File: config.mk
export PLATFORM = sky130hd
export DESIGN_NAME = pdm_mic_capture_flat
export DESIGN_NICKNAME = d
export VERILOG_FILES = /design/src/rtl/audio_pkg.sv /design/src/rtl/pdm_mic_capture_if.sv /design/src/rtl/pdm_edge_sync.sv /design/src/rtl/pdm_mic_capture.sv /design/src/flat_wrapper.sv
export SDC_FILE = /design/constraint.sdc
export NUM_CORES = 1
export LEC_CHECK = 0
export CORE_MARGIN = 3
export CORE_UTILIZATION = 50
export CTS_BUF_LIST = sky130_fd_sc_hd__clkbuf_4 sky130_fd_sc_hd__clkbuf_8
export DETAILED_ROUTE_END_ITERATION = 7
export GPL_TIMING_DRIVEN = 0
export HOLD_SLACK_MARGIN = 0.08
export PLACE_DENSITY = 0.73
export SETUP_SLACK_MARGIN = 0.02
export SLEW_MARGIN = 20
export SYNTH_ARGS = -nofsm -noshare
export SYNTH_HDL_FRONTEND = slang
export SYNTH_SLANG_ARGS = --single-unit
File: constraint.sdc
create_clock -name clk -period 2.05 [get_ports clk]
set_clock_uncertainty 0.2 [all_clocks]
set_input_delay 0.41 -clock clk [delete_from_list [all_inputs] [get_ports clk]]
set_output_delay 0.41 -clock clk [all_outputs]
set_load 0.01 [all_outputs]
File: src/rtl/audio_pkg.sv
// Shared definitions for the PDM microphone capture path.
//   DECIM_DEFAULT / PCM_W_DEFAULT : default decimation window and PCM width
//   clog2                         : ceiling log2, usable in constant expressions
//   state_t                       : capture FSM encoding (ST_IDLE, ST_ACCUM)
package audio_pkg;

    localparam int DECIM_DEFAULT = 128;
    localparam int PCM_W_DEFAULT = 8;

    typedef enum logic {
        ST_IDLE  = 1'b0,
        ST_ACCUM = 1'b1
    } state_t;

    // Smallest r such that 2**r >= value.
    function automatic int clog2(input int value);
        int r;
        r = 0;
        for (int v = value - 1; v > 0; v = v >> 1) begin
            r = r + 1;
        end
        return r;
    endfunction

endpackage

File: src/rtl/pdm_mic_capture_if.sv
// PCM sample stream between the PDM capture block and the audio path.
//   pcm_data  : unsigned PCM sample
//   pcm_valid : pcm_data holds an unconsumed sample
//   pcm_ready : sink accepts the sample when pcm_valid && pcm_ready
// master = sample producer, slave = sample consumer.
interface pdm_mic_capture_if
    import audio_pkg::*;
#(
    parameter int PCM_W = PCM_W_DEFAULT
) ();

    logic [PCM_W-1:0] pcm_data;
    logic             pcm_valid;
    logic             pcm_ready;

    modport master (
        output pcm_data,
        output pcm_valid,
        input  pcm_ready
    );

    modport slave (
        input  pcm_data,
        input  pcm_valid,
        output pcm_ready
    );

endinterface

File: src/rtl/pdm_edge_sync.sv
// Dual-chain synchroniser plus rising-edge detector for a PDM mic link.
// mic_clk is handled as data: both pins go through identical flop chains so
// their relative timing is preserved, then mic_clk is edge-detected.
//   clk, reset : system clock, synchronous active-high reset
//   mic_clk    : mic clock pin (asynchronous to clk)
//   mic_data   : PDM data pin (asynchronous to clk)
//   edge_pulse : one-cycle pulse on each synchronised mic_clk rise
//   data_bit   : synchronised data, valid as the PDM bit when edge_pulse=1
module pdm_edge_sync #(
    parameter int SYNC_STAGES = 2
) (
    input  logic clk,
    input  logic reset,
    input  logic mic_clk,
    input  logic mic_data,
    output logic edge_pulse,
    output logic data_bit
);

    logic [SYNC_STAGES-1:0] clk_sync;
    logic [SYNC_STAGES-1:0] data_sync;
    logic                   clk_sync_d;

    // Synchroniser chains: bit 0 faces the pins, MSB is the safe output.
    always_ff @(posedge clk) begin
        if (reset) begin
            clk_sync   <= '0;
            data_sync  <= '0;
            clk_sync_d <= 1'b0;
        end else begin
            clk_sync   <= {clk_sync[SYNC_STAGES-2:0], mic_clk};
            data_sync  <= {data_sync[SYNC_STAGES-2:0], mic_data};
            clk_sync_d <= clk_sync[SYNC_STAGES-1];
        end
    end

    // Edge detect stage: compare synchronised clock with its delayed copy.
    assign edge_pulse = clk_sync[SYNC_STAGES-1] & ~clk_sync_d;
    assign data_bit   = data_sync[SYNC_STAGES-1];

endmodule

File: src/rtl/pdm_mic_capture.sv
// PDM microphone receive path: synchronises mic_clk/mic_data, counts ones
// over back-to-back windows of DECIM mic-clock rising edges, and presents
// each count as an unsigned PCM sample on a valid/ready stream.
//   clk, reset : system clock, synchronous active-high reset
//   enable     : capture enable; low returns to IDLE and drops the window
//   mic_clk    : mic clock as driven to the microphone
//   mic_data   : PDM data from the microphone
//   pcm        : PCM sample stream (master side)
//   overrun    : sticky, a completed sample was dropped; cleared by reset or
//                while enable is low
//   busy       : high while accumulating a window
module pdm_mic_capture
    import audio_pkg::*;
#(
    parameter int DECIM       = DECIM_DEFAULT,
    parameter int PCM_W       = PCM_W_DEFAULT,
    parameter int SYNC_STAGES = 2
) (
    input  logic                    clk,
    input  logic                    reset,
    input  logic                    enable,
    input  logic                    mic_clk,
    input  logic                    mic_data,
    pdm_mic_capture_if.master       pcm,
    output logic                    overrun,
    output logic                    busy
);

    // Holds 0..DECIM, so the ones-count can never wrap.
    localparam int ACC_W = clog2(DECIM + 1);
    localparam logic [ACC_W-1:0] LAST_CNT = ACC_W'(DECIM - 1);

    // Zero-extend a window sum to the PCM width.
    function automatic logic [PCM_W-1:0] to_pcm(input logic [ACC_W-1:0] s);
        logic [PCM_W-1:0] r;
        r = '0;
        r[ACC_W-1:0] = s;
        return r;
    endfunction

    logic             edge_pulse;
    logic             data_bit;

    state_t           state;
    state_t           state_n;
    logic [ACC_W-1:0] acc;
    logic [ACC_W-1:0] acc_n;
    logic [ACC_W-1:0] bit_cnt;
    logic [ACC_W-1:0] bit_cnt_n;
    logic [ACC_W-1:0] sum;
    logic             complete;

    pdm_edge_sync #(
        .SYNC_STAGES (SYNC_STAGES)
    ) u_sync (
        .clk        (clk),
        .reset      (reset),
        .mic_clk    (mic_clk),
        .mic_data   (mic_data),
        .edge_pulse (edge_pulse),
        .data_bit   (data_bit)
    );

    assign sum  = acc + ACC_W'(data_bit);
    assign busy = (state == ST_ACCUM);

    // Next-state and accumulator update. acc is 0 in IDLE, so the first
    // edge of a window loads sum = bit just like any other edge.
    always_comb begin
        state_n   = state;
        acc_n     = acc;
        bit_cnt_n = bit_cnt;
        complete  = 1'b0;
        if (!enable) begin
            state_n   = ST_IDLE;
            acc_n     = '0;
            bit_cnt_n = '0;
        end else begin
            case (state)
                ST_IDLE: begin
                    if (edge_pulse) begin
                        state_n   = ST_ACCUM;
                        acc_n     = sum;
                        bit_cnt_n = ACC_W'(1);
                    end
                end
                ST_ACCUM: begin
                    if (edge_pulse) begin
                        if (bit_cnt == LAST_CNT) begin
                            // Final bit of the window; next edge opens a new one.
                            complete  = 1'b1;
                            acc_n     = '0;
                            bit_cnt_n = '0;
                        end else begin
                            acc_n     = sum;
                            bit_cnt_n = bit_cnt + ACC_W'(1);
                        end
                    end
                end
                default: begin
                    state_n   = ST_IDLE;
                    acc_n     = '0;
                    bit_cnt_n = '0;
                end
            endcase
        end
    end

    // Accumulate stage: FSM state, running sum and bit counter.
    always_ff @(posedge clk) begin
        if (reset) begin
            state   <= ST_IDLE;
            acc     <= '0;
            bit_cnt <= '0;
        end else begin
            state   <= state_n;
            acc     <= acc_n;
            bit_cnt <= bit_cnt_n;
        end
    end

    // Output stage: one-deep sample register with drop-on-full and a
    // sticky overrun flag. A transfer and a new load in the same cycle keep
    // pcm_valid high continuously.
    always_ff @(posedge clk) begin
        if (reset) begin
            pcm.pcm_data  <= '0;
            pcm.pcm_valid <= 1'b0;
            overrun       <= 1'b0;
        end else begin
            if (complete && (!pcm.pcm_valid || pcm.pcm_ready)) begin
                pcm.pcm_data  <= to_pcm(sum);
                pcm.pcm_valid <= 1'b1;
            end else if (complete) begin
                overrun <= 1'b1;
            end else if (pcm.pcm_ready) begin
                pcm.pcm_valid <= 1'b0;
            end
            if (!enable) begin
                overrun <= 1'b0;
            end
        end
    end

endmodule

File: src/flat_wrapper.sv
// flat-port wrapper written by rule: the top's interface ports become plain ports
module pdm_mic_capture_flat import audio_pkg::*;
#(
    parameter int DECIM       = DECIM_DEFAULT,
    parameter int PCM_W       = PCM_W_DEFAULT,
    parameter int SYNC_STAGES = 2
)
  (clk, reset, enable, mic_clk, mic_data, overrun, busy, pcm_pcm_data, pcm_pcm_valid, pcm_pcm_ready);
  pdm_mic_capture_if #(.PCM_W(PCM_W)) pcm_i ();
  input  logic clk;
  input  logic reset;
  input  logic enable;
  input  logic mic_clk;
  input  logic mic_data;
  output logic overrun;
  output logic busy;
  output wire logic [$bits(pcm_i.pcm_data)-1:0] pcm_pcm_data;
  output wire logic [$bits(pcm_i.pcm_valid)-1:0] pcm_pcm_valid;
  input wire logic [$bits(pcm_i.pcm_ready)-1:0] pcm_pcm_ready;
  assign pcm_pcm_data = pcm_i.pcm_data;
  assign pcm_pcm_valid = pcm_i.pcm_valid;
  assign pcm_i.pcm_ready = pcm_pcm_ready;
  pdm_mic_capture #(.DECIM(DECIM), .PCM_W(PCM_W), .SYNC_STAGES(SYNC_STAGES)) u_core (.clk(clk), .reset(reset), .enable(enable), .mic_clk(mic_clk), .mic_data(mic_data), .pcm(pcm_i), .overrun(overrun), .busy(busy));
endmodule
==> qor.yml <==
r2r-end: "u_core.pcm.pcm_data[3]$_SDFFE_PP0P_"
p_leak_nw: 0.603
arrival_ns: 1.98
setup_ws_ns: 0.0930
peakVddDrop_v: 0.000551
cts_made_buffers: 5
fin_crit_ns: 1.96
grt_max_degree: 12
cp-end-kind: "register"
clock_latency_ns: 0.35
syn_nets: 179
io_pins: 17
timing.rr.start: "u_core.bit_cnt[0]$_SDFFE_PP0P_"
drive_gt1_frac: 0.0969
drt_wl_total_microns: 3220
switching_power_mw: 0.260
hold_start: "u_core.u_sync.data_sync[0]$_SDFF_PP0_"
core_area_sq_mm: 0.00259
cts-root-buf: "clkbuf_4"
drt.antenna.violating_nets: 0
rows: 18
drcViolationCount: 0
yosysWarnings: 0
stdcell_area_sq_mm: 0.00173
critPathTopFamily: "simple AND/OR/NAND/NOR gates"
grt_pass1_vias: 1301
cts.clk_slew.worst_paths_ns: 0.11
cts_tree: "done"
worst_pin_slew_ns: 0.487
path_buf_inv: 0
pwr-share-comb: 0.044
maxCapViolations: 0
dieArea_sq_mm: 0.00355
hold-path-endpoint: "u_core.u_sync.data_sync[1]$_SDFF_PP0_"
syn_area_sq_mm: 0.00144
crit_type: "reg2reg"
final.period_utilization: 0.955
cp_slowest_cell: "or3_4"
wire_per_inst_microns: 14.2
place.gp.congestion: 0.810
drv_slew: 0
htreeDepth: 2
fin_setup_tns_ns: 0
seq_area_frac_synth: 0.446
placed_area_sq_mm: 0.00163
die_w_microns: 59.6
overflow: 0
p_per_area_mw_per_mm2: 601
setup_viol: 0
worstHoldPathType: "reg2reg"
r2r_setup_slack_ns: 0.09
max_freq_mhz: 511
seq_power_share: 0.608
antenna_found_initial: 0
ys_types: 30
timing.hold.ws_ns: 0.254
max_stage_delay_ns: 0.45
max-slew-margin-rel: 0.676
cp.required_ns: 2.07
dr_total_vias: 1303
clock-sinks: 32
post-place-ws_ns: -0.247
start_kind: "register"
hold_viol: 0
first_iter_violations: 48
clockBufferDepth: 2
p_sw_frac: 0.251
diodes: 0
vias_per_cell: 5.77
dp_hpwl_microns: 2380
hold_depth: 1
syn_avg_cell_area_sq_um: 8.44
cts_hold_buf: 0
reg2regPathDepth: 5
grt.total_usage: 0.214
finalNetCount: 204
chipHeight_microns: 59.6
start_util: 0.554
areaGrowthSynthToFinish_pct: 20.3
power_frac_clock: 0.349
numPortBuffers: 16
outcome: "finished clean"
grt_pass1_wl_microns: 5580
synth_cells: 170
power_mw: 1.04
synth-seq-cells: 32
internal_power_mw: 0.777
critPathMaxFanout: 5
path_cells: "ha_2, nand4b_4, or3_4, nor4b_1, nor3_1"
rsz0062_at_grt: "false"
dr.pass1.iters: 5
[metrics by stage]
step,std cells,utilization
6_report,226,0.667
5_1_grt,226,0.667
4_1_cts,224,0.653
3_5_place_dp,216,0.630
3_3_place_gp,216,0.630
2_1_floorplan,170,-
[state kept, by name, summed over array words and instances, names as in the netlist]
| register | cells |
|---|---|
| u_core.busy | 1 |
| u_core.u_sync.clk_sync_d | 1 |
| u_core.pcm.pcm_valid | 1 |
| u_core.acc | 8 |
| u_core.bit_cnt | 8 |
| u_core.u_sync.data_sync | 2 |
| u_core.pcm.pcm_data | 8 |
| u_core.u_sync.clk_sync | 2 |
| u_core.overrun | 1 |
[worst register-to-register path, stage by stage (launching register included)]
cell and delay (ns):
dfxtp_1 0.39, ha_2 0.26, nand4b_4 0.15, or3_4 0.45, nor4b_1 0.31, nor3_1 0.08
[placed cells by master, fill, tap and decap left out, types with 2 or more instances in the layout]
cell type,n
a21oi_1,20
a31oi_1,2
and3_1,2
and4_1,2
and4b_1,2
buf_4,2
clkbuf_1,3
clkbuf_4,5
clkdlybuf4s50_1,16
clkinv_2,2
dfxtp_1,31
ha_1,2
inv_1,3
nand2_1,20
nand2b_1,4
nand3_1,16
nand4_1,2
nor2_1,11
nor2b_1,8
nor3_1,9
o21ai_0,9
xnor2_1,3
xor2_1,6
[power by group through the flow]
stage	sequential [mW]	combinational [mW]	clock (mW)
detailed placement	0.644	0.0450	0
finish	0.630	0.0451	0.362
CTS	0.630	0.0451	0.371
global route	0.631	0.0507	0.401
global placement	0.644	0.0443	0
floorplan	0.644	0.0237	0
[worst max-delay path by stage]
stage	endpoint	slack [ns]	cells past startpoint	from
after floorplan	u_core.pcm.pcm_data[7]$_SDFFE_PP0P_	0.26	5	u_core.bit_cnt[0]$_SDFFE_PP0P_
after global placement	u_core.bit_cnt[7]$_SDFFE_PP0P_	-0.21	6	enable
after detailed placement	u_core.bit_cnt[3]$_SDFFE_PP0P_	-0.25	6	enable
after CTS	busy	0.04	1	u_core.busy$_SDFF_PP0_
after global routing	u_core.pcm.pcm_data[3]$_SDFFE_PP0P_	0.02	5	u_core.bit_cnt[0]$_SDFFE_PP0P_
final	u_core.pcm.pcm_data[3]$_SDFFE_PP0P_	0.09	5	u_core.bit_cnt[0]$_SDFFE_PP0P_
[layer usage]
metal | GRT usage | vias up | part of all wire
met1 | 0.254 | 598 | 0.45
met5 | 0 | - | 0
li1 | - | 656 | -
met2 | 0.343 | 42 | 0.46
met3 | 0.0719 | 7 | 0.060
met4 | 0.104 | 0 | 0.023
[Yosys cell counts]
cell / number / area [sq um]
xor2_1: 6 / 52.6
and4b_1: 2 / 20.0
nor4b_1: 2 / 17.5
dfxtp_1: 32 / 641
nor2b_1: 8 / 50.1
nand4b_4: 1 / 23.8
clkbuf_1: 4 / 15.0
o21ai_1: 1 / 5.00
a311oi_1: 1 / 8.76
nand3_1: 16 / 80.1
inv_1: 3 / 11.3
a211oi_1: 1 / 7.51
o21ai_0: 9 / 45.0
nand2_1: 20 / 75.1
nor3_1: 9 / 45.0
xnor2_1: 3 / 26.3
nor4_4: 1 / 21.3
or3_1: 1 / 6.26
a31oi_1: 2 / 12.5
nand4_1: 2 / 12.5
ha_1: 3 / 37.5
and4_1: 2 / 17.5
a31o_2: 1 / 8.76
and2_0: 1 / 6.26
buf_1: 1 / 3.75
nor4_1: 1 / 6.26
and3_1: 2 / 12.5
nand2b_1: 4 / 25.0
a21oi_1: 20 / 100
nor2_1: 11 / 41.3
[layout make-up]
type	instances	area, sq um
multi-input cells	130	785
flip-flops and latches	32	642
clock buffers	5	37.5
repair buffers	18	175
inverters	3	11.3
well taps	30	37.5
plain buffers	5	20.0
fillers	228	863
clock inverters	3	18.8
[cells by family after synthesis]
family,share of synthesized area
compound gates,0.131
flops,0.446
xor+xnor,0.0549
simple gates,0.321
fa+ha+maj,0.0262
buf+inv,0.0209
[repair_timing]
item / in CTS / in global routing
pin swaps: 0 / 1
hold endpoints to repair: 0 / 0
endpoints found under the setup margin: 4 / 9
buffers inserted: 0 / 2
gates resized for setup: 1 / 6
Note: power is estimated with default switching activity, not from simulation.
